===== src/rtl/clk_meter_pkg.sv =====
// Shared definitions for the clock ratio meter.
//   state_t    : measurement FSM states
//   CNT_W      : width of the rise-to-rise cycle counter
//   PERIOD_MAX : largest period that can be reported; reaching it without a
//                rise is a timeout
//   VAL_W      : width of the reported period / high_time values
package clk_meter_pkg;

    typedef enum logic [1:0] {
        IDLE    = 2'd0,
        ARM     = 2'd1,
        MEASURE = 2'd2
    } state_t;

    localparam int CNT_W      = 5;
    localparam int PERIOD_MAX = 15;
    localparam int VAL_W      = 4;

endpackage


===== src/rtl/clock_ratio_meter_if.sv =====
// Signal bundle between a stimulus source and the clock ratio meter.
//   enable    : high = measure, low = hold the meter idle
//   sig_in    : divided clock waveform, synchronous to the system clock
//   period    : last measured rise-to-rise period in clock cycles
//   high_time : high cycles within that period
//   valid     : one-cycle pulse, period/high_time updated
//   locked    : level, the last measurements were identical
//   timeout   : one-cycle pulse, no rise seen for 16 cycles
// master drives enable/sig_in; slave (the meter) drives the results.
interface clock_ratio_meter_if;
    import clk_meter_pkg::*;

    logic             enable;
    logic             sig_in;
    logic [VAL_W-1:0] period;
    logic [VAL_W-1:0] high_time;
    logic             valid;
    logic             locked;
    logic             timeout;

    modport master (
        output enable, sig_in,
        input  period, high_time, valid, locked, timeout
    );

    modport slave (
        input  enable, sig_in,
        output period, high_time, valid, locked, timeout
    );

endinterface


===== src/rtl/clock_ratio_meter_edge_detect.sv =====
// Edge detector for a waveform already synchronous to clk_in.
//   clk_in : system clock
//   rst_n  : synchronous active-low reset
//   sig_in : input waveform
//   rise   : sig_in high now, low on the previous cycle
//   fall   : sig_in low now, high on the previous cycle
module edge_detect (
    input  logic clk_in,
    input  logic rst_n,
    input  logic sig_in,
    output logic rise,
    output logic fall
);

    logic s_q;

    always_ff @(posedge clk_in) begin
        if (!rst_n) begin
            s_q <= 1'b0;
        end else begin
            s_q <= sig_in;
        end
    end

    assign rise = sig_in & ~s_q;
    assign fall = ~sig_in & s_q;

endmodule


===== src/rtl/clock_ratio_meter.sv =====
// Measures the period and high time of a divided clock in system clock
// cycles and reports lock once LOCK_COUNT consecutive measurements agree.
//   clk_in : system clock
//   rst_n  : synchronous active-low reset
//   bus    : slave side of clock_ratio_meter_if (enable, sig_in in;
//            period, high_time, valid, locked, timeout out)
// LOCK_COUNT : consecutive identical measurements needed for lock (2..3)
module clock_ratio_meter
    import clk_meter_pkg::*;
#(
    parameter int LOCK_COUNT = 2
) (
    input  logic                 clk_in,
    input  logic                 rst_n,
    clock_ratio_meter_if.slave   bus
);

    localparam logic [1:0] MATCH_MAX = 2'(LOCK_COUNT - 1);

    state_t           state;
    logic [CNT_W-1:0] cnt;
    logic [VAL_W-1:0] hi_cnt;
    logic [1:0]       match_cnt;
    logic             ref_vld;      // period_q/high_q hold a comparable measurement
    logic [VAL_W-1:0] period_q;
    logic [VAL_W-1:0] high_q;
    logic             valid_q;
    logic             locked_q;
    logic             timeout_q;

    logic             rise;
    logic             unused_fall;
    logic [1:0]       match_inc;
    logic             same_meas;

    edge_detect u_edge (
        .clk_in (clk_in),
        .rst_n  (rst_n),
        .sig_in (bus.sig_in),
        .rise   (rise),
        .fall   (unused_fall)
    );

    // Saturating next match count and comparison against the last result.
    always_comb begin
        match_inc = match_cnt;
        if (match_cnt != MATCH_MAX) begin
            match_inc = match_cnt + 2'd1;
        end
        same_meas = ref_vld && ({cnt[VAL_W-1:0], hi_cnt} == {period_q, high_q});
    end

    always_ff @(posedge clk_in) begin
        if (!rst_n) begin
            state     <= IDLE;
            cnt       <= '0;
            hi_cnt    <= '0;
            match_cnt <= '0;
            ref_vld   <= 1'b0;
            period_q  <= '0;
            high_q    <= '0;
            valid_q   <= 1'b0;
            locked_q  <= 1'b0;
            timeout_q <= 1'b0;
        end else begin
            valid_q   <= 1'b0;
            timeout_q <= 1'b0;
            if (!bus.enable) begin
                // period_q/high_q deliberately keep the last result
                state     <= IDLE;
                cnt       <= '0;
                hi_cnt    <= '0;
                match_cnt <= '0;
                ref_vld   <= 1'b0;
                locked_q  <= 1'b0;
            end else begin
                case (state)
                    IDLE: begin
                        state <= ARM;
                    end
                    ARM, MEASURE: begin
                        if (rise) begin
                            // a rise on the cnt==PERIOD_MAX cycle still reports
                            cnt    <= CNT_W'(1);
                            hi_cnt <= VAL_W'(1);
                            if (state == ARM) begin
                                state <= MEASURE;
                            end else begin
                                period_q <= cnt[VAL_W-1:0];
                                high_q   <= hi_cnt;
                                valid_q  <= 1'b1;
                                ref_vld  <= 1'b1;
                                if (same_meas) begin
                                    match_cnt <= match_inc;
                                    locked_q  <= (match_inc == MATCH_MAX);
                                end else begin
                                    match_cnt <= '0;
                                    locked_q  <= 1'b0;
                                end
                            end
                        end else if (cnt == CNT_W'(PERIOD_MAX)) begin
                            timeout_q <= 1'b1;
                            cnt       <= '0;
                            hi_cnt    <= '0;
                            match_cnt <= '0;
                            ref_vld   <= 1'b0;
                            locked_q  <= 1'b0;
                            state     <= ARM;
                        end else begin
                            cnt <= cnt + CNT_W'(1);
                            if (bus.sig_in && (hi_cnt != VAL_W'(PERIOD_MAX))) begin
                                hi_cnt <= hi_cnt + VAL_W'(1);
                            end
                        end
                    end
                    default: begin
                        state <= IDLE;
                    end
                endcase
            end
        end
    end

    assign bus.period    = period_q;
    assign bus.high_time = high_q;
    assign bus.valid     = valid_q;
    assign bus.locked    = locked_q;
    assign bus.timeout   = timeout_q;

endmodule


===== src/flat_wrapper.sv =====
// flat-port wrapper written by rule: the top's interface ports become plain ports
module clock_ratio_meter_flat import clk_meter_pkg::*;
#(
    parameter int LOCK_COUNT = 2
)
  (clk_in, rst_n, bus_enable, bus_sig_in, bus_period, bus_high_time, bus_valid, bus_locked, bus_timeout);
  clock_ratio_meter_if bus_i ();
  input  logic clk_in;
  input  logic rst_n;
  input wire logic [$bits(bus_i.enable)-1:0] bus_enable;
  input wire logic [$bits(bus_i.sig_in)-1:0] bus_sig_in;
  output wire logic [$bits(bus_i.period)-1:0] bus_period;
  output wire logic [$bits(bus_i.high_time)-1:0] bus_high_time;
  output wire logic [$bits(bus_i.valid)-1:0] bus_valid;
  output wire logic [$bits(bus_i.locked)-1:0] bus_locked;
  output wire logic [$bits(bus_i.timeout)-1:0] bus_timeout;
  assign bus_i.enable = bus_enable;
  assign bus_i.sig_in = bus_sig_in;
  assign bus_period = bus_i.period;
  assign bus_high_time = bus_i.high_time;
  assign bus_valid = bus_i.valid;
  assign bus_locked = bus_i.locked;
  assign bus_timeout = bus_i.timeout;
  clock_ratio_meter #(.LOCK_COUNT(LOCK_COUNT)) u_core (.clk_in(clk_in), .rst_n(rst_n), .bus(bus_i));
endmodule

===== config.mk =====
export PLATFORM = sky130hd
export DESIGN_NAME = clock_ratio_meter_flat
export DESIGN_NICKNAME = d
export VERILOG_FILES = /design/src/rtl/clk_meter_pkg.sv /design/src/rtl/clock_ratio_meter_if.sv /design/src/rtl/clock_ratio_meter_edge_detect.sv /design/src/rtl/clock_ratio_meter.sv /design/src/flat_wrapper.sv
export SDC_FILE = /design/constraint.sdc
export NUM_CORES = 1
export LEC_CHECK = 0
export ABC_AREA = 1
export BUFFER_PORTS_ARGS = -buffer_cell sky130_fd_sc_hd__buf_2
export CORE_ASPECT_RATIO = 0.75
export CORE_MARGIN = 2
export CORE_UTILIZATION = 60
export DETAILED_ROUTE_END_ITERATION = 6
export PLACE_DENSITY_LB_ADDON = 0.1
export REMOVE_ABC_BUFFERS = 1
export SLEW_MARGIN = 20
export SYNTH_ARGS = -nofsm -noshare
export SYNTH_HDL_FRONTEND = slang
export SYNTH_SLANG_ARGS = --single-unit

===== constraint.sdc =====
create_clock -name clk_in -period 3.3 [get_ports clk_in]
set_input_delay 0.495 -clock clk_in [delete_from_list [all_inputs] [get_ports clk_in]]
set_output_delay 0.495 -clock clk_in [all_outputs]
set_load 0.03 [all_outputs]

==> reports/results.txt, run 1 <==
Clk pwr share = 24.9%
Worst setup SP type = flop
Pin count of the biggest net entering global routing = 15
Max Fclk = 525 MHz
Kind of critical path = flop to flop
Ant. Diodes = 0
DP HPWL = 2.05 mm
Antenna viol nets, final = 0
Final std cells w/o fill = 220
Worst Clk Skew = 7.03 ps
Max Buffers Root-to-Sink = 2
DR DRC count = 0
Setup TNS = 0 ps
Fill cells = 192
Final #Nets = 208
DIE WIDTH = 58.3 microns
Fin crit share = 57.7%
Hold Vio Cnt, Final = 0
Seq pwr share = 61.8%
Pwr dens = 371 nW/um^2
Number of global-route vias before repair = 1183
Proportion of layout cells with a drive suffix above 1 = 14.8%
Hold_buf cts = 0
Internal power = 384 uW
GPL Wtd Cong = 0.834
Switching Share = 27.1%
Pre-antenna DRT Iters = 6
Required time of the critical path = 3560 ps
Height of the chip = 44.7 microns
Max_cap viols = 0
Post-CTS resize count = 0
Initial Utilization = 64.8%
FF-to-FF path depth = 10
Yosys cell types = 26
Synthesis Warnings = 0
RSZ-0062 raised after global routing = false
Vias = 1163
Initial antenna violation count = 0
Hold endpoint = u_core.u_edge.s_q$_SDFF_PN0_
Hold path depth = 3
Sw Pwr = 143 uW
First-pass GRT wire length = 4.84 mm
Slew Limit Fails = 0
Status = complete, no violations
CP top delay family = adder cells
RR Endpoint = u_core.bus.high_time[2]$_SDFFE_PN0P_
Max-slew headroom = 71.3%
Latest clock arrival within the worst-skew pair = 320 ps
CTS root buf = clkbuf_4
Layout area overhead = 6.88%
CTS tree = yes
Initial DRC count = 61
CP Capture Type = flop
CP dominant cell by count = inv_1
Seq cells post-synth = 26
Max H-tree Level = 1
Total gr overflow = 0
TritonCTS Sinks = 26
Register area share after synthesis = 39.2%
Critical-path top delay cell = ha_1
Gate power share = 13.2%
Num ports = 15
Crit path max fanout = 14
Wire length per cell = 11.9 microns
Std-Cell Rows = 14
Setup violators final = 0
Setup bufs post-CTS = 0
Routed vias/inst = 5.29
Cell breakdown of the critical path = inv_1 -> ha_1 -> inv_8 -> nor2_4 -> nand2_4 -> inv_2 -> nand2_2 -> inv_1 -> o21ai_0 -> a21oi_1
WP data arrival = 2170 ps
Reg2Reg Launch Point = u_core.state[0]$_SDFFE_PN0P_
Launch point of the worst hold path = bus_sig_in
Worst-Margin Slew = 430 ps
Netlist Area Pre-Place = 1330 sq um
CTS buffer count = 3
P_leak = 0.000649 uW
WP buf/inv = 4
Mapped Avg Cell Area = 7.25 sq um
Total Die Area = 2610 sq um
Worst vdd ir = 0.000325 V
Min Clock Period, post-route = 1910 ps
CP max stage delay = 560 ps
Clock-pin slew on the worst setup and hold paths = 130 ps
IO Port Bufs = 14
Cell count after placement = 217
R2R Setup Slk = 1390 ps
Synth Instances = 183
Core area = 2050 sq um
Hold WC Path Type = input port to flop
Total Wirelength = 2.61 mm
GRT Total Usage = 24.2%
-- cell usage in the layout, fill, tap and decap left out, drive strengths merged --
master  instances
nand2          42
nand3          11
ha              6
a211oi          1
xor2            5
dfxtp          26
a21oi          20
o21bai          1
nor2           21
nand4           1
clkbuf          3
inv            29
o22ai           1
o21ai          13
buf            14
nor3            2
-- routing by layer --
metal / track usage (%) / share of wire [%] / vias up
li1: - / - / 604
met3: 8.02 / 8.2 / 6
met1: 28.0 / 44 / 508
met5: 0 / 0 / -
met2: 41.8 / 46 / 45
met4: 9.77 / 1.5 / 0
-- cell families after synthesis --
| kind of cell | after synthesis | synth area share (%) |
|---|---|---|
| compound gates | 36 | 14.3 |
| flops | 26 | 39.2 |
| xor+xnor | 5 | 3.30 |
| fa+ha+maj | 6 | 5.65 |
| simple gates | 77 | 26.4 |
| buf+inv | 33 | 11.1 |
-- per-stage QoR --
step / setup WS, ps / hold WS (ps) / utilization [%] / instance area, sq um / total power (uW)
global route: 1200 / 466 / 69.2 / 1420 / 550
global placement: 1540 / 447 / 68.1 / 1400 / 399
detailed placement: 1430 / 465 / 68.1 / 1400 / 402
CTS: 1390 / 444 / 69.2 / 1420 / 531
floorplan: 1640 / 435 / - / 1300 / 383
finish: 1390 / 455 / 69.2 / 1420 / 527
-- cell usage after synthesis (all sizes together) --
library cell / instances / share of area, %
a211oi: 1 / 0.57
a21oi: 20 / 7.5
buf: 2 / 1.7
clkbuf: 2 / 0.66
dfxtp: 26 / 39
ha: 6 / 5.7
inv: 29 / 8.8
nand2: 42 / 13
nand3: 11 / 4.5
nand4: 1 / 0.47
nor2: 21 / 7.3
nor3: 2 / 0.75
o21ai: 13 / 5.2
o21bai: 1 / 0.57
o22ai: 1 / 0.47
xor2: 5 / 3.3
-- sequential cells by signal, summed over array words and instances (netlist names), 2 cells and up --
signal and cells:
u_core.state 2, u_core.cnt 5, u_core.bus.high_time 4, u_core.bus.period 4, u_core.hi_cnt 4, u_core.match_cnt 2
-- worst min-delay path, cell delays in order --
cell and delay (ps):
buf_2 130, nand2_1 70, inv_1 40
-- worst max path at each step --
stage,startpoint,cells past startpoint,to
2_1_floorplan,u_core.state[1]$_SDFFE_PN0P_,10,u_core.bus.high_time[2]$_SDFFE_PN0P_
3_3_place_gp,u_core.state[1]$_SDFFE_PN0P_,10,u_core.bus.high_time[2]$_SDFFE_PN0P_
3_5_place_dp,u_core.state[0]$_SDFFE_PN0P_,10,u_core.bus.high_time[2]$_SDFFE_PN0P_
4_1_cts,u_core.state[0]$_SDFFE_PN0P_,10,u_core.bus.high_time[2]$_SDFFE_PN0P_
5_1_grt,u_core.state[0]$_SDFFE_PN0P_,10,u_core.bus.high_time[2]$_SDFFE_PN0P_
6_report,u_core.state[0]$_SDFFE_PN0P_,10,u_core.bus.high_time[2]$_SDFFE_PN0P_
-- layout make-up --
class / instances / area [sq um] / area share [%]
clock buffers: 3 / 22.5 / 1.59
inverters: 29 / 116 / 8.20
multi-input cells: 124 / 659 / 46.5
flip-flops and latches: 26 / 520 / 36.7
well taps: 24 / 30.0 / 2.12
repair buffers: 14 / 70.1 / 4.94
-- power by group through the flow --
stage | clock network, uW | registers, uW | logic, uW
finish | 131 | 326 | 69.8
global route | 144 | 327 | 79.0
CTS | 136 | 326 | 69.2
detailed placement | 0 | 333 | 69.0
global placement | 0 | 333 | 66.5
floorplan | 0 | 338 | 45.0
No activity file was read; power rests on OpenSTA's default activity.
==> inputs of run 2 (changes only) <==
--- a/config.mk
+++ b/config.mk
@@ -5,11 +5,11 @@
 export SDC_FILE = /design/constraint.sdc
 export NUM_CORES = 1
 export LEC_CHECK = 0
-export ABC_AREA = 1
+export ABC_AREA = 0
 export BUFFER_PORTS_ARGS = -buffer_cell sky130_fd_sc_hd__buf_2
 export CORE_ASPECT_RATIO = 0.75
 export CORE_MARGIN = 2
-export CORE_UTILIZATION = 60
+export CORE_UTILIZATION = 56
 export DETAILED_ROUTE_END_ITERATION = 6
 export PLACE_DENSITY_LB_ADDON = 0.1
 export REMOVE_ABC_BUFFERS = 1
==> constraint.sdc (replaced) <==
create_clock -name clk_in -period 1.8 [get_ports clk_in]
set_input_delay 0.27 -clock clk_in [delete_from_list [all_inputs] [get_ports clk_in]]
set_output_delay 0.27 -clock clk_in [all_outputs]
set_load 0.03 [all_outputs]
==> run 2 against run 1 <==
Setup slack worse by 1200 ps. Sequential power is 80% higher. Utilization is 2.8 points lower. Combinational power is 55% higher. Via count is 5.8% lower. Count of clock-buffer cells in the layout is 1 higher. Synthesized cell count is 21% lower. Non-clock buffer count is 11 higher. Critical endpoint is now u_core.hi_cnt[1]$_SDFFE_PN0P_. Clock power is 120% higher.
==> reports/results.txt, run 2 <==
Status = complete, no violations
RSZ-0062 raised after global routing = false
Proportion of layout cells with a drive suffix above 1 = 21.6%
DIE WIDTH = 60.0 microns
CP Capture Type = flop
Routed vias/inst = 5.45
Most flops, register = u_core.cnt
Vias = 1095
WP data arrival = 1910 ps
Mapped Avg Cell Area = 9.08 sq um
Synth top area cells = dfxtp_1, mux2i_1, ha_1, xor2_1, nand3_1
Ant. Diodes = 0
Count leader, synth = dfxtp_1
Seq cells post-synth = 26
Asr flop ratio synth = 0%
Worst vdd ir = 0.000405 V
Yosys cell types = 34
Slew Limit Fails = 0
Crit path max fanout = 9
GRT Total Usage = 22.6%
Initial Utilization = 58.0%
Synth Instances = 145
Synthesis Warnings = 0
Launch point of the worst hold path = bus_enable
Pin count of the biggest net entering global routing = 15
Clock-pin slew on the worst setup and hold paths = 130 ps
P_leak = 0.000688 uW
Max_cap viols = 0
Pwr dens = 651 nW/um^2
Latest clock arrival within the worst-skew pair = 320 ps
Height of the chip = 46.0 microns
Post-synth top area share = 39.5%
First-pass GRT wire length = 4.53 mm
Netlist Area Pre-Place = 1320 sq um
Max-slew headroom = 70.5%
Max FFs per register = 5
Most frequent cells in the layout = dfxtp_1, buf_2, nand2_1
IO Port Bufs = 14
CTS root buf = clkbuf_4
CTS buffer count = 3
Cell breakdown of the critical path = inv_1 -> ha_2 -> nand3_2 -> or4b_1 -> a21oi_1
Worst-Margin Slew = 438 ps
Core area = 2270 sq um
Layout area overhead = 14.5%
Pre-antenna DRT Iters = 4
Worst setup SP type = flop
Required time of the critical path = 2060 ps
Total Die Area = 2760 sq um
Kind of critical path = flop to flop
Post-synth EDFFs = 0
Cell taking the most area after synthesis = dfxtp_1
Initial DRC count = 43
CTS tree = yes
Total gr overflow = 0
Num ports = 15
Critical-path top delay cell = or4b_1
Reg2Reg Launch Point = u_core.state[1]$_SDFFE_PN0P_
Std-Cell Rows = 15
Final std cells w/o fill = 201
Initial antenna violation count = 0
Max Fclk = 608 MHz
Worst Setup SP = u_core.state[1]$_SDFFE_PN0P_
Top FF cell, synth = dfxtp_1
Setup violators final = 0
R2R Setup Slk = 150 ps
Antenna viol nets, final = 0
Max Buffers Root-to-Sink = 2
Setup TNS = 0 ps
Post-synth top cells = dfxtp_1, nand2_1, nand3_1, a21oi_1
Register area share after synthesis = 39.5%
CP max stage delay = 480 ps
DP HPWL = 2.05 mm
Max H-tree Level = 1
Fin crit share = 91.4%
Hold WC Path Type = input port to flop
Number of global-route vias before repair = 957
Wire length per cell = 13.7 microns
Worst Clk Skew = 7.53 ps
Final #Nets = 178
DR DRC count = 0
Min Clock Period, post-route = 1650 ps
TritonCTS Sinks = 26
Total Wirelength = 2.75 mm
Commonest non-fill, non-tap cell in the layout = dfxtp_1
Hold Vio Cnt, Final = 0
GPL Wtd Cong = 0.860
Cell count after placement = 197
-- run 2: cell count changes in the layout (fill, tap and decap cells not counted), sizes merged, moves of 3 or more --
cell / delta
nand2: -30
a31oi: +3
nor2: -13
o21ai: -9
buf: +11
mux2i: +8
xor2: +3
inv: -26
a21oi: -10
nor2b: +8
nor4: +3
o211ai: +3
-- run 2: power by group --
group / total, uW / leakage, uW / switching [uW] / internal, uW
registers: 588 / 0.000211 / 5.77 / 582
logic: 108 / 0.000456 / 63.1 / 44.9
clock network: 286 / 0.0000210 / 162 / 124
total: 982 / 0.000688 / 231 / 751
-- run 2: metrics by stage --
stage / worst slack [ps] / area (sq um) / power (uW) / util (%) / hold WS (ps)
floorplan: 38.3 / 1260 / 664 / - / 392
global placement: 103 / 1460 / 704 / 64.3 / 435
detailed placement: 20.3 / 1460 / 705 / 64.3 / 447
CTS: 57.9 / 1500 / 991 / 66.0 / 221
global route: 38.6 / 1510 / 1030 / 66.4 / 216
finish: 154 / 1510 / 982 / 66.4 / 232
-- run 2: path summary, 6_finish.rpt --
kind	endpoint	depth (start not counted)
setup / recovery	u_core.hi_cnt[1]$_SDFFE_PN0P_	5
hold / removal	u_core.hi_cnt[0]$_SDFFE_PN0P_	2
setup reg to reg	u_core.hi_cnt[1]$_SDFFE_PN0P_	5
hold reg to reg	u_core.ref_vld$_SDFFE_PN0P_	1
-- run 2: final cells by class --
class,instances,area [sq um]
clock buffer,4,36.3
fill,194,763
inverter,3,11.3
multi-input combinational,109,742
sequential,26,523
tap,34,42.5
timing repair buffer,25,153
-- run 2: critical path, delay by kind of cell, from the launching register on --
family	cells	cell delay, ps
flops	1	380
compound gates	1	140
buf+inv	1	60
simple gates	2	610
fa+ha+maj	1	420
-- run 2: cell families after synthesis --
kind of cell               synth area share, %
and+or+nand+nor                           26.5
adders and majority gates                 5.70
xor gates and xnor gates                  5.99
AOI/OAI and AO/OA                         11.4
DFF                                       39.5
muxes                                     6.08
buffers and inverters                     4.75
-- run 2: per-layer routing --
layer,vias to the layer above,global-route usage [%],part of all wire (%)
met2,21,36.3,45
met5,-,0,0
met1,514,30.0,49
met3,5,6.82,4.8
li1,555,-,-
met4,0,5.33,1.2
-- run 2: repair_timing --
action | in CTS | in global routing
hold buffers | 0 | 0
endpoints found under the hold margin | 0 | 0
resized for setup | 1 | 4
setup endpoints to repair | 1 | 2
buffers inserted | 0 | 0
==> inputs of run 3 (changes only) <==
--- a/config.mk
+++ b/config.mk
@@ -6,12 +6,13 @@
 export NUM_CORES = 1
 export LEC_CHECK = 0
 export ABC_AREA = 0
-export BUFFER_PORTS_ARGS = -buffer_cell sky130_fd_sc_hd__buf_2
 export CORE_ASPECT_RATIO = 0.75
 export CORE_MARGIN = 2
-export CORE_UTILIZATION = 56
+export CORE_UTILIZATION = 60
 export DETAILED_ROUTE_END_ITERATION = 6
+export DONT_BUFFER_PORTS = 1
 export PLACE_DENSITY_LB_ADDON = 0.1
+export RECOVER_POWER = 25
 export REMOVE_ABC_BUFFERS = 1
 export SLEW_MARGIN = 20
 export SYNTH_ARGS = -nofsm -noshare
==> run 3 against run 2 <==
Clock power grew 4%. Flip-flop and latch count did not move. Die area is 6.2% lower. Hold slack got worse by 180 ps. Routed wire length is 4.0% higher. Count of clock-buffer cells in the layout unchanged. Critical path depth is the same. Via count unchanged. Non-clock buffer count decreased by 9. Sequential share of layout area up 1.6 points.
==> reports/results.txt, run 3 (same netlist as run 2, synthesis figures left out) <==
Status = complete, no violations
Initial antenna violation count = 0
P_leak = 0.000626 uW
Total Die Area = 2590 sq um
Metal-1 WL = 1.28 mm
Ant. Diodes = 0
Worst setup margin = 105 ps
Initial Utilization = 64.8%
CP Capture Type = flop
Total gr overflow = 0
Max layer used = met4
Pin count of the biggest net entering global routing = 15
TritonCTS Sinks = 26
WP data arrival = 1940 ps
Dpl cell area = 1420 sq um
Hold Vio Cnt, Final = 0
Total Wirelength = 2.86 mm
R2R Setup Slk = 100 ps
WHS = 56.2 ps
Fill cells = 171
Max FFs per register = 5
GRT Total Usage = 25.3%
Met2 Wirelength = 1.34 mm
FF-to-FF path depth = 5
Met3 wire len = 157 microns
Core area = 2030 sq um
Number of global-route vias before repair = 1032
Layout area overhead = 9.51%
GPL Wtd Cong = 0.781
Vias = 1095
Max Fclk = 590 MHz
CTS root buf = clkbuf_4
Max-slew headroom = 66.6%
Proportion of layout cells with a drive suffix above 1 = 13.3%
Hold WC Path Type = input port to flop
IO Port Bufs = 0
Pre-CTS setup slack = 75.8 ps
Final #Nets = 169
Wire length per cell = 15.7 microns
Internal power = 747 uW
Commonest non-fill, non-tap cell in the layout = dfxtp_1
Sw Pwr = 237 uW
Initial DRC count = 43
Antenna viol nets, final = 0
Worst Clk Skew = 4.91 ps
Setup bufs post-CTS = 0
Crit path max fanout = 9
Clk pwr share = 30.3%
Required time of the critical path = 2050 ps
Kind of critical path = flop to flop
Max_cap viols = 0
Gate power share = 9.8%
First-pass GRT wire length = 4.78 mm
Worst setup SP type = flop
Std-Cell Rows = 14
RSZ-0062 raised after global routing = false
Num ports = 15
Switching Share = 24.1%
DIE WIDTH = 58.1 microns
Pre-antenna DRT Iters = 4
Worst-Margin Slew = 500 ps
Max H-tree Level = 1
Height of the chip = 44.6 microns
Most flops, register = u_core.cnt
Worst vdd ir = 0.000845 V
Fin crit share = 94.2%
Seq pwr share = 59.9%
Routed vias/inst = 6.02
Min Clock Period, post-route = 1700 ps
Final design area excluding fillers = 1440 sq um
Setup violators final = 0
Clock-pin slew on the worst setup and hold paths = 140 ps
Hold path depth = 1
Most frequent cells in the layout = dfxtp_1, nand2_1, buf_4
Slew Limit Fails = 0
CTS tree = yes
Max Buffers Root-to-Sink = 2
Setup TNS = 0 ps
Latest clock arrival within the worst-skew pair = 320 ps
Pwr dens = 683 nW/um^2
DP HPWL = 2.12 mm
CTS buffer count = 3
DR DRC count = 0
## run 3: changes by cell type in the layout (fill, tap and decap cells not counted), sizes merged
cell,before,now
clkbuf,4,8
buf,25,12
## run 3: power groups by stage
stage | clock network, uW | logic, uW | registers [uW]
6_report | 298 | 96.5 | 589
5_1_grt | 317 | 106 | 590
3_5_place_dp | 0 | 94.5 | 601
4_1_cts | 305 | 94.9 | 589
2_1_floorplan | 0 | 63.2 | 601
3_3_place_gp | 0 | 90.7 | 601
## run 3: timing repair
item	in CTS	in global routing
gates resized for setup	0	3
setup endpoints to repair	0	8
hold buffers	0	0
## run 3: path summary, 6_finish.rpt
| path | from | to |
|---|---|---|
| max reg2reg | u_core.cnt[0]$_SDFFE_PN0N_ | u_core.state[0]$_SDFFE_PN0P_ |
| min reg2reg | u_core.ref_vld$_SDFFE_PN0P_ | u_core.ref_vld$_SDFFE_PN0P_ |
| min | rst_n | u_core.hi_cnt[0]$_SDFFE_PN0P_ |
| max | u_core.cnt[0]$_SDFFE_PN0N_ | u_core.state[0]$_SDFFE_PN0P_ |
## run 3: critical path, cell delays in order (launching register included)
cell	delay, ps
dfxtp_1	370
ha_1	210
and4b_1	440
o31ai_4	90
or3_1	350
a21oi_1	150
## run 3: final cells by class
class	count	area, sq um	area share (%)
Multi-Input combinational cell	109	736	51.0
Sequential cell	26	523	36.3
Timing Repair Buffer	16	105	7.29
Clock buffer	4	36.3	2.52
Tap cell	24	30.0	2.08
Inverter	3	11.3	0.781
## run 3: metrics by stage
step / cells / utilization, % / power [uW]
after global routing: 182 / 70.9 / 1010
after detailed placement: 178 / 69.6 / 696
after global placement: 178 / 69.6 / 691
after CTS: 182 / 71.4 / 989
after floorplan: 138 / - / 664
final: 182 / 70.9 / 984
## run 3: per-layer routing
layer,track usage [%],vias to the layer above
li1,-,544
met1,31.0,510
met2,43.0,31
met3,6.43,10
met4,10.2,0
met5,0,-
